`src/rtl/store_align_buf.sv`:
```
// rtl/store_align_buf.sv - two-entry aligning store buffer in front of data memory
//
// store_align_q: 2-deep in-order queue of {word addr, wdata, be} entries.
//   clk, reset_n            clock, synchronous active-low reset
//   push, push_data         enqueue one entry (caller guarantees count<2)
//   pop                     dequeue head (caller guarantees count>0)
//   head                    oldest entry
//   count                   number of held entries (0..2)
//   slot0, slot1            raw storage of each slot, for address matching
//   slot_valid              per-slot occupancy
//
// store_align_buf: accepts sw/sh/sb stores, lane-aligns them, rejects
// misaligned/reserved ones, and presents the oldest entry to memory.
//   clk, reset_n            clock, synchronous active-low reset
//   st_valid/st_ready       store request handshake
//   st_type, st_addr,       store type (0 sw, 1 sh, 2 sb, 3 reserved),
//   st_data                 byte address, register-aligned source data
//   mem_we, mem_ack         write request / head accepted by memory
//   mem_addr, mem_wdata,    head entry: word address, lane-aligned data,
//   mem_be                  byte enables (all zero when mem_we=0)
//   ld_addr, ld_hit         load address / buffered store to same word
//   st_err, err_addr        one-cycle reject pulse / address of last reject
//   drained                 buffer empty

module store_align_q #(
    parameter int W = 66
) (
    input  logic         clk,
    input  logic         reset_n,
    input  logic         push,
    input  logic [W-1:0] push_data,
    input  logic         pop,
    output logic [W-1:0] head,
    output logic [1:0]   count,
    output logic [W-1:0] slot0,
    output logic [W-1:0] slot1,
    output logic [1:0]   slot_valid
);

    logic [W-1:0] mem [0:1];
    logic         rd_ptr;
    logic         wr_ptr;
    logic         do_push;
    logic         do_pop;

    // Guard against caller misuse so count can never wrap.
    assign do_push = push && (count != 2'd2);
    assign do_pop  = pop && (count != 2'd0);

    always_ff @(posedge clk) begin
        if (do_push) begin
            mem[wr_ptr] <= push_data;
        end
    end

    always_ff @(posedge clk) begin
        if (!reset_n) begin
            count  <= 2'd0;
            rd_ptr <= 1'b0;
            wr_ptr <= 1'b0;
        end else begin
            if (do_push) begin
                wr_ptr <= ~wr_ptr;
            end
            if (do_pop) begin
                rd_ptr <= ~rd_ptr;
            end
            case ({do_push, do_pop})
                2'b10:   count <= count + 2'd1;
                2'b01:   count <= count - 2'd1;
                default: count <= count;
            endcase
        end
    end

    assign head  = mem[rd_ptr];
    assign slot0 = mem[1'b0];
    assign slot1 = mem[1'b1];

    // With one entry only the slot under rd_ptr is live; with two, both are.
    assign slot_valid[0] = (count == 2'd2) || ((count == 2'd1) && (rd_ptr == 1'b0));
    assign slot_valid[1] = (count == 2'd2) || ((count == 2'd1) && (rd_ptr == 1'b1));

endmodule

module store_align_buf (
    input  logic        clk,
    input  logic        reset_n,
    input  logic        st_valid,
    output logic        st_ready,
    input  logic [1:0]  st_type,
    input  logic [31:0] st_addr,
    input  logic [31:0] st_data,
    output logic        mem_we,
    input  logic        mem_ack,
    output logic [31:0] mem_addr,
    output logic [31:0] mem_wdata,
    output logic [3:0]  mem_be,
    input  logic [31:0] ld_addr,
    output logic        ld_hit,
    output logic        st_err,
    output logic [31:0] err_addr,
    output logic        drained
);

    localparam int EW = 30 + 32 + 4;

    localparam logic [1:0] T_SW = 2'd0;
    localparam logic [1:0] T_SH = 2'd1;
    localparam logic [1:0] T_SB = 2'd2;

    logic          accept;
    logic          bad;
    logic          push;
    logic          pop;
    logic [3:0]    al_be;
    logic [31:0]   al_wdata;
    logic [EW-1:0] head;
    logic [EW-1:0] slot0;
    logic [EW-1:0] slot1;
    logic [1:0]    slot_valid;
    logic [1:0]    count;
    logic [29:0]   head_waddr;
    logic [31:0]   head_wdata;
    logic [3:0]    head_be;
    logic          ld_addr_unused;

    // Lane alignment and legality check of the incoming request.
    always_comb begin
        al_be    = 4'b0000;
        al_wdata = 32'h0;
        bad      = 1'b0;
        case (st_type)
            T_SW: begin
                bad      = (st_addr[1:0] != 2'b00);
                al_be    = 4'b1111;
                al_wdata = st_data;
            end
            T_SH: begin
                bad = st_addr[0];
                if (st_addr[1]) begin
                    al_be    = 4'b1100;
                    al_wdata = {st_data[15:0], 16'h0};
                end else begin
                    al_be    = 4'b0011;
                    al_wdata = {16'h0, st_data[15:0]};
                end
            end
            T_SB: begin
                al_be = 4'b0001 << st_addr[1:0];
                case (st_addr[1:0])
                    2'd0:    al_wdata = {24'h0, st_data[7:0]};
                    2'd1:    al_wdata = {16'h0, st_data[7:0], 8'h0};
                    2'd2:    al_wdata = {8'h0, st_data[7:0], 16'h0};
                    default: al_wdata = {st_data[7:0], 24'h0};
                endcase
            end
            default: begin
                bad = 1'b1;
            end
        endcase
    end

    // st_ready is a function of occupancy only; a full buffer waits a cycle
    // after a pop before accepting again.
    assign st_ready = (count < 2'd2);
    assign accept   = st_valid && st_ready;
    assign push     = accept && !bad;
    assign pop      = mem_we && mem_ack;

    store_align_q #(.W(EW)) u_q (
        .clk        (clk),
        .reset_n    (reset_n),
        .push       (push),
        .push_data  ({st_addr[31:2], al_wdata, al_be}),
        .pop        (pop),
        .head       (head),
        .count      (count),
        .slot0      (slot0),
        .slot1      (slot1),
        .slot_valid (slot_valid)
    );

    assign head_waddr = head[EW-1:36];
    assign head_wdata = head[35:4];
    assign head_be    = head[3:0];

    assign mem_we    = (count != 2'd0);
    assign drained   = (count == 2'd0);
    assign mem_addr  = mem_we ? {head_waddr, 2'b00} : 32'h0;
    assign mem_wdata = mem_we ? head_wdata : 32'h0;
    assign mem_be    = mem_we ? head_be : 4'b0000;

    // Word-granular match; byte enables are deliberately not consulted.
    assign ld_hit = (slot_valid[0] && (slot0[EW-1:36] == ld_addr[31:2])) ||
                    (slot_valid[1] && (slot1[EW-1:36] == ld_addr[31:2]));
    assign ld_addr_unused = ^ld_addr[1:0];

    always_ff @(posedge clk) begin
        if (!reset_n) begin
            st_err   <= 1'b0;
            err_addr <= 32'h0;
        end else begin
            st_err <= accept && bad;
            if (accept && bad) begin
                err_addr <= st_addr;
            end
        end
    end

endmodule

```
`config.mk`:
```
export PLATFORM = sky130hd
export DESIGN_NAME = store_align_buf
export DESIGN_NICKNAME = d
export VERILOG_FILES = /design/src/rtl/store_align_buf.sv
export SDC_FILE = /design/constraint.sdc
export NUM_CORES = 1
export LEC_CHECK = 0
export BUFFER_PORTS_ARGS = -buffer_cell sky130_fd_sc_hd__buf_4
export CAP_MARGIN = 20
export CORE_MARGIN = 3
export CORE_UTILIZATION = 40
export CTS_BUF_LIST = sky130_fd_sc_hd__clkbuf_4 sky130_fd_sc_hd__clkbuf_8
export DETAILED_ROUTE_END_ITERATION = 10
export PLACE_DENSITY = 0.75
export SLEW_MARGIN = 20
export SYNTH_ARGS = -nofsm -noshare
export SYNTH_HDL_FRONTEND = slang
export SYNTH_SLANG_ARGS = --single-unit
```
`constraint.sdc`:
```
create_clock -name clk -period 6.7 [get_ports clk]
set_clock_uncertainty 0.05 [all_clocks]
set_input_delay 0.67 -clock clk [delete_from_list [all_inputs] [get_ports clk]]
set_output_delay 0.67 -clock clk [all_outputs]
set_load 0.02 [all_outputs]
```
# Word-level counts from Yosys, hierarchy flattened
# Memories as Yosys holds them, arrays and structs flattened. A register that Yosys moved wholly into a read port is not among the register bits.
# Index checks and enable logic that the tools add are counted.
[word_totals]
ff_bits = 37
ramBits = 132
in_bits = 102
word_cells = 57
memories = 1
[memory_table]
columns = ["memory", "depth", "width", "read_ports", "rd_clocked_by_memory_dff", "write_ports", "line", "text"]
rows = [
  ["u_q.mem", 2, 66, 3, 1, 1, "40", "logic [W-1:0] mem [0:1];"],
]
[op_classes]
add_sub_neg = 2
magnitude_cmp = 1
eq_ne = 11
shift = 1
muxes = 14
bitwise_logic = 2
reduce_logical = 20
[ops]
columns = ["cell", "n"]
rows = [
  ["32-bit one-hot mux with 3 select lines", 2],
  ["32-bit 2-to-1 mux", 3],
  ["30-bit == test", 2],
  ["4-bit one-hot mux with 3 select lines", 1],
  ["1-bit logical AND", 10],
  ["2-bit by 1-bit == test with 1-bit output (second input constant)", 4],
  ["2-bit == test (second input constant)", 4],
  ["4-bit 2-to-1 mux", 2],
  ["2-bit zero test", 3],
  ["2-bit nonzero test", 3],
  ["1-bit 2-to-1 mux", 4],
  ["2-bit one-hot mux with 2 select lines", 1],
  ["1-bit by 2-bit << shifter with 4-bit output (first input constant)", 1],
  ["1-bit logical OR", 3],
  ["1-bit one-hot mux with 3 select lines", 1],
  ["2-bit by 1-bit adder with 2-bit output (second input constant)", 1],
  ["2-bit < comparator (second input constant)", 1],
  ["2-bit inequality test (second input constant)", 1],
  ["1-bit inverter", 2],
  ["2-bit by 1-bit subtractor with 2-bit output (second input constant)", 1],
  ["1-bit zero test", 1],
]

# Logic depth before layout (Yosys ltp)
[depth]
word_depth = 7
depth_mapped = 9
ltp_nobuf = 7

# Hierarchy
# Synthesis repeated with hierarchy kept, for this count alone.
[hier_totals]
hier_cells = 569
hier_area_um2 = 8039.0
[by_module_without_submodules]
columns = ["mod", "n_inst", "cells_each", "area_each_um2", "seq_area_each_um2"]
rows = [
  ["store_align_q", 1, 235, 5196.2, 4063.9],
  ["store_align_buf", 1, 334, 2842.7, 660.6],
]

# Least setup slack after synthesis
# Ideal clock, no wire load.
[synth_timing]
path_kind = "input to register"
from = "input st_type[1]"
to = "memory u_q.mem[0][0], enable pin"
arrival_ns = 4.366
t_required_ns = 6.159
slack_ns = 1.793
path_stages = 6
path_buffers = 2
cell_sequence = "buf_4 nor2b_4 a21oi_2 or4b_1 buf_2 nor2_1"
[synth_via]
elab_chain_cells = 7
word_cells_on_any_way = 9
[synth_rtl]
columns = ["item", "line", "text"]
rows = [
  ["from (decl)", "91", "input logic [1:0] st_type,"],
  ["2-bit == test (tied with other cells)", "133", "case (st_type)"],
  ["1-bit one-hot mux with 3 select lines (*)", "133", ""],
  ["1-bit zero test (*)", "168", "assign push = accept && !bad;"],
  ["1-bit logical AND (*)", "168", ""],
  ["1-bit logical AND (*)", "47", "assign do_push = push && (count != 2'd2);"],
  ["1-bit 2-to-1 mux (*)", "51", "if (do_push) begin"],
  ["1-bit 2-to-1 mux (implied by the code) (*)", "52", "mem[wr_ptr] <= push_data;"],
  ["to (decl)", "40", ""],
]
# Every way passes the cells marked *; elsewhere a longest branch is shown, timed or not.

# Final worst setup path
[layout_timing]
from = "register u_q.count[0]"
to = "memory u_q.mem[0][37], enable pin"
[layout_via]
elab_chain_cells = 6
word_cells_on_any_way = 7
[layout_rtl]
columns = ["item", "line", "text"]
rows = [
  ["from (decl)", "34", "output logic [1:0] count,"],
  ["from (signal assigned)", "69", "2'b10: count <= count + 2'd1;"],
  ["from (signal assigned)", "70", "2'b01: count <= count - 2'd1;"],
  ["from (signal assigned)", "71", "default: count <= count;"],
  ["2-bit < comparator", "166", "assign st_ready = (count < 2'd2);"],
  ["1-bit logical AND", "167", "assign accept = st_valid && st_ready;"],
  ["1-bit logical AND", "168", ""],
  ["1-bit logical AND (*)", "47", ""],
  ["1-bit 2-to-1 mux (*)", "51", ""],
  ["1-bit 2-to-1 mux (implied by the code) (*)", "52", ""],
]
# Marks and branches as above.

==> results.tsv <==
stage	metric	value	unit
worst_hold_path	hold_depth	1	
logic_synthesis	syn_avg_cell_area	12.5	um^2
logic_synthesis	synth_compound_area_share	6.85	%
clocking	post_cts_resized	0	
worst_hold_path	hp-class	primary input to register	
timing	rsz0062_at_grt	false	
timing	setup_tns	0	ns
drt	routed_wl	19.7	mm
logic_synthesis	synth_seq_cells	170	
drt	wl_met1	8.19	mm
placed_design	port_buffers	202	
flow_run	maxCapViolations	0	
finish	multi_input_area	0.00264	mm^2
logic_synthesis	yosys_warnings	0	
timing	period_needed	3.23	ns
clocking	cts_num_sinks	170	
finish	fin_util	53.0	%
timing	worst-slew-pin-transition	1.02	ns
worst_setup_path	worst-r2r-setup-slack	3.47	ns
finish	stdcell_area	0.00969	mm^2
clocking	clk_latency	0.44	ns
worst_hold_path	min_to	u_q.mem[0][46]$_DFFE_PP_	
logic_synthesis	synthSimpleGateAreaFrac	10.9	%
logic_synthesis	synth_top_family_by_area	simple AND/OR/NAND/NOR gates	
worst_setup_path	r2r-end	u_q.mem[0][37]$_DFFE_PP_	
logic_synthesis	synth_cells	604	
worst_hold_path	hp-start	st_addr[12]	
floorplan	fp-row-count	49	
worst_setup_path	endpoint_kind	register	
logic_synthesis	ys_dominant_reg_cell	edfxtp_1	
grt	grt_pass1_vias	5227	
drt	vias	5235	
clocking	cts_tree	built	
drt	vias_per_cell	5.03	
power_and_ir_drop	finalPower	3.17	mW
logic_synthesis	synth_mux_area_share	8.75	%
timing	period_share	48.2	%
floorplan	core_area	0.0183	mm^2
clocking	cts_made_buffers	17	
timing	max-slew-margin-rel	31.8	%
drt	post_drt_wl_per_cell	18.9	um
finish	diodes	0	
power_and_ir_drop	ir_drop	0.000198	V
worst_setup_path	crit_arrival	3.26	ns
timing	drv_slew	0	
floorplan	initial_core_util	41.3	%
logic_synthesis	synthesis.area	0.00755	mm^2
timing	finalHoldWorstSlack	0.364	ns
finish	final_layout_size_suffix_gt1_share	30.5	%
grt	track_usage	18.8	%
grt	grt_overflow	0	
clocking	post_cts_buffers	0	
grt	grt_pass1_wl	29.0	mm
finish	fin_nets	905	
logic_synthesis	ys_seq_area_share	62.6	%
clocking	cts-root-buf	clkbuf_8	
worst_setup_path	cp_max_fo	34	
floorplan	ioPinCount	207	
drt	drc	0	
floorplan	die_w	143	um
finish	area_growth	28.4	%
floorplan	die_height	143	um
status	status	completed	
worst_setup_path	r2r_start	u_q.count[0]$_SDFFE_PN0P_	
finish	fin_cells	1040	
timing	setup_ws	3.47	ns
drt	ant_nets	0	
placed_design	post-place-ws	3.11	ns
clocking	clk_transition_reported_paths	0.09	ns
drt	wl_met3	1.22	mm
finish	seqCellArea	0.00473	mm^2
clocking	clock_path_buffers	2	
drt	wl_met2	9.92	mm
placed_design	dp_hpwl	14.3	mm
power_and_ir_drop	power_density	328	mW/mm^2
timing	finalSetupViolCount	0	
drt	dr.max_layer_used	met4	
drt	drt-initial-drc-count	384	
logic_synthesis	ys_async_sr_fraction	0	%
placed_design	postPlaceCellArea	0.00927	mm^2
placed_design	place_inst	1008	
logic_synthesis	synth-xor-area-share	7.43	%
finish	fill_cells	1559	
clocking	cts_hold_buf	0	
worst_setup_path	reg2regPathDepth	5	
logic_synthesis	ys_types	34	
worst_setup_path	startpoint_type	register	
logic_synthesis	synth_edf_count	132	
placed_design	place.gp.congestion	0.795	
worst_setup_path	cp.required	6.73	ns
timing	fmax	310	MHz
power_and_ir_drop	p_leak	3.72	nW
worst_setup_path	crit_type	register to register	
grt	grt_max_degree	70	
logic_synthesis	synth_fa_ha_area_share	0.663	%
clocking	cts_htree_levels	4	
grt	antenna_found_initial	0	
floorplan	die_area	0.0206	mm^2
timing	hold_viol	0	
drt	first_pass_iters	7	
how the worst max path moves through the flow:
stage / startpoint / endpoint / cells after the start / slack, ns
2_1_floorplan: st_type[1] / u_q.mem[0][0]$_DFFE_PP_ / 6 / 1.79
3_3_place_gp: st_addr[0] / u_q.mem[1][27]$_DFFE_PP_ / 6 / 3.09
3_5_place_dp: st_addr[0] / u_q.mem[0][50]$_DFFE_PP_ / 6 / 3.11
4_1_cts: u_q.count[0]$_SDFFE_PN0P_ / u_q.mem[0][45]$_DFFE_PP_ / 5 / 3.41
5_1_grt: u_q.count[0]$_SDFFE_PN0P_ / u_q.mem[0][51]$_DFFE_PP_ / 5 / 3.28
6_report: u_q.count[0]$_SDFFE_PN0P_ / u_q.mem[0][37]$_DFFE_PP_ / 5 / 3.47
synth_stat cells (2+ instances only):
| cell type | instances | share of area [%] |
|---|---|---|
| edfxtp_1 | 132 | 53 |
| nor2_1 | 72 | 3.6 |
| nand2_1 | 69 | 3.4 |
| mux2i_1 | 66 | 8.8 |
| dfxtp_1 | 38 | 10 |
| xor2_1 | 37 | 4.3 |
| xnor2_1 | 27 | 3.1 |
| a21boi_0 | 23 | 2.3 |
| clkbuf_1 | 17 | 0.85 |
| a22o_1 | 16 | 1.9 |
| and2_1 | 14 | 1.2 |
| buf_2 | 13 | 0.86 |
| inv_1 | 12 | 0.60 |
| nor4_1 | 11 | 0.91 |
| a21boi_1 | 9 | 0.90 |
| a222oi_1 | 8 | 1.1 |
| nand4_1 | 6 | 0.50 |
| buf_4 | 4 | 0.40 |
| ha_1 | 4 | 0.66 |
| nor2b_1 | 4 | 0.33 |
| nand3_1 | 3 | 0.20 |
| a21oi_1 | 2 | 0.13 |
| and3_1 | 2 | 0.17 |
| o21a_1 | 2 | 0.20 |
| o21ai_0 | 2 | 0.13 |
| o22ai_1 | 2 | 0.17 |
| or2_2 | 2 | 0.17 |
registers in the layout, indices dropped and copies added (netlist names), named ones only:
register    cells
u_q.wr_ptr      1
st_err          1
u_q.rd_ptr      1
err_addr       32
u_q.count       2
u_q.mem       132
per-layer routing:
layer	vias up	GRT usage, %
met5	-	0
met4	0	6.29
met3	27	4.79
met2	147	31.4
met1	2538	24.0
li1	2523	-
cell type report:
cell class | count | share of cell area [%]
Sequential cell | 170 | 48.8
Multi-Input combinational cell | 388 | 27.2
Timing Repair Buffer | 210 | 16.5
Tap cell | 229 | 2.96
Clock buffer | 18 | 2.49
Clock inverter | 13 | 1.59
Inverter | 12 | 0.465
cells by family (layout without fill, tap and decap cells):
kind of cell	after synthesis	count (layout)
other	1	2
buffers and inverters	47	253
XOR/XNOR	64	64
multiplexers	66	66
AO/OA/AOI/OAI	65	65
AND/OR/NAND/NOR	187	187
flip-flops	170	170
adder cells (fa/ha/maj)	4	4
report_power, final:
group	switching [mW]	leakage (nW)	internal [mW]
registers	0.0660	1.53	1.24
clock network	0.351	0.181	0.366
logic	0.690	2.01	0.460
cell usage in the layout (no fill, tap or decap), types with 3 or more instances in the layout:
cell type	count
buf_4	209
edfxtp_1	132
nor2_1	70
nand2_1	69
mux2i_1	66
xor2_1	37
dfxtp_1	37
xnor2_1	27
a21boi_0	23
clkbuf_8	17
a22o_1	16
and2_1	14
inv_1	12
nor4_1	11
a21boi_1	9
a222oi_1	8
nand4_1	6
clkinvlp_4	5
nor2b_1	4
nand3_1	3
ha_1	3
bufinv_16	3
critical path, cell delays in order, from the launching register on:
cell and delay [ns]:
dfxtp_1 0.39, inv_1 0.09, ha_1 0.23, or4b_1 0.67, nor2_4 0.82, buf_4 0.56
Power figures use the tool's default switching activity.
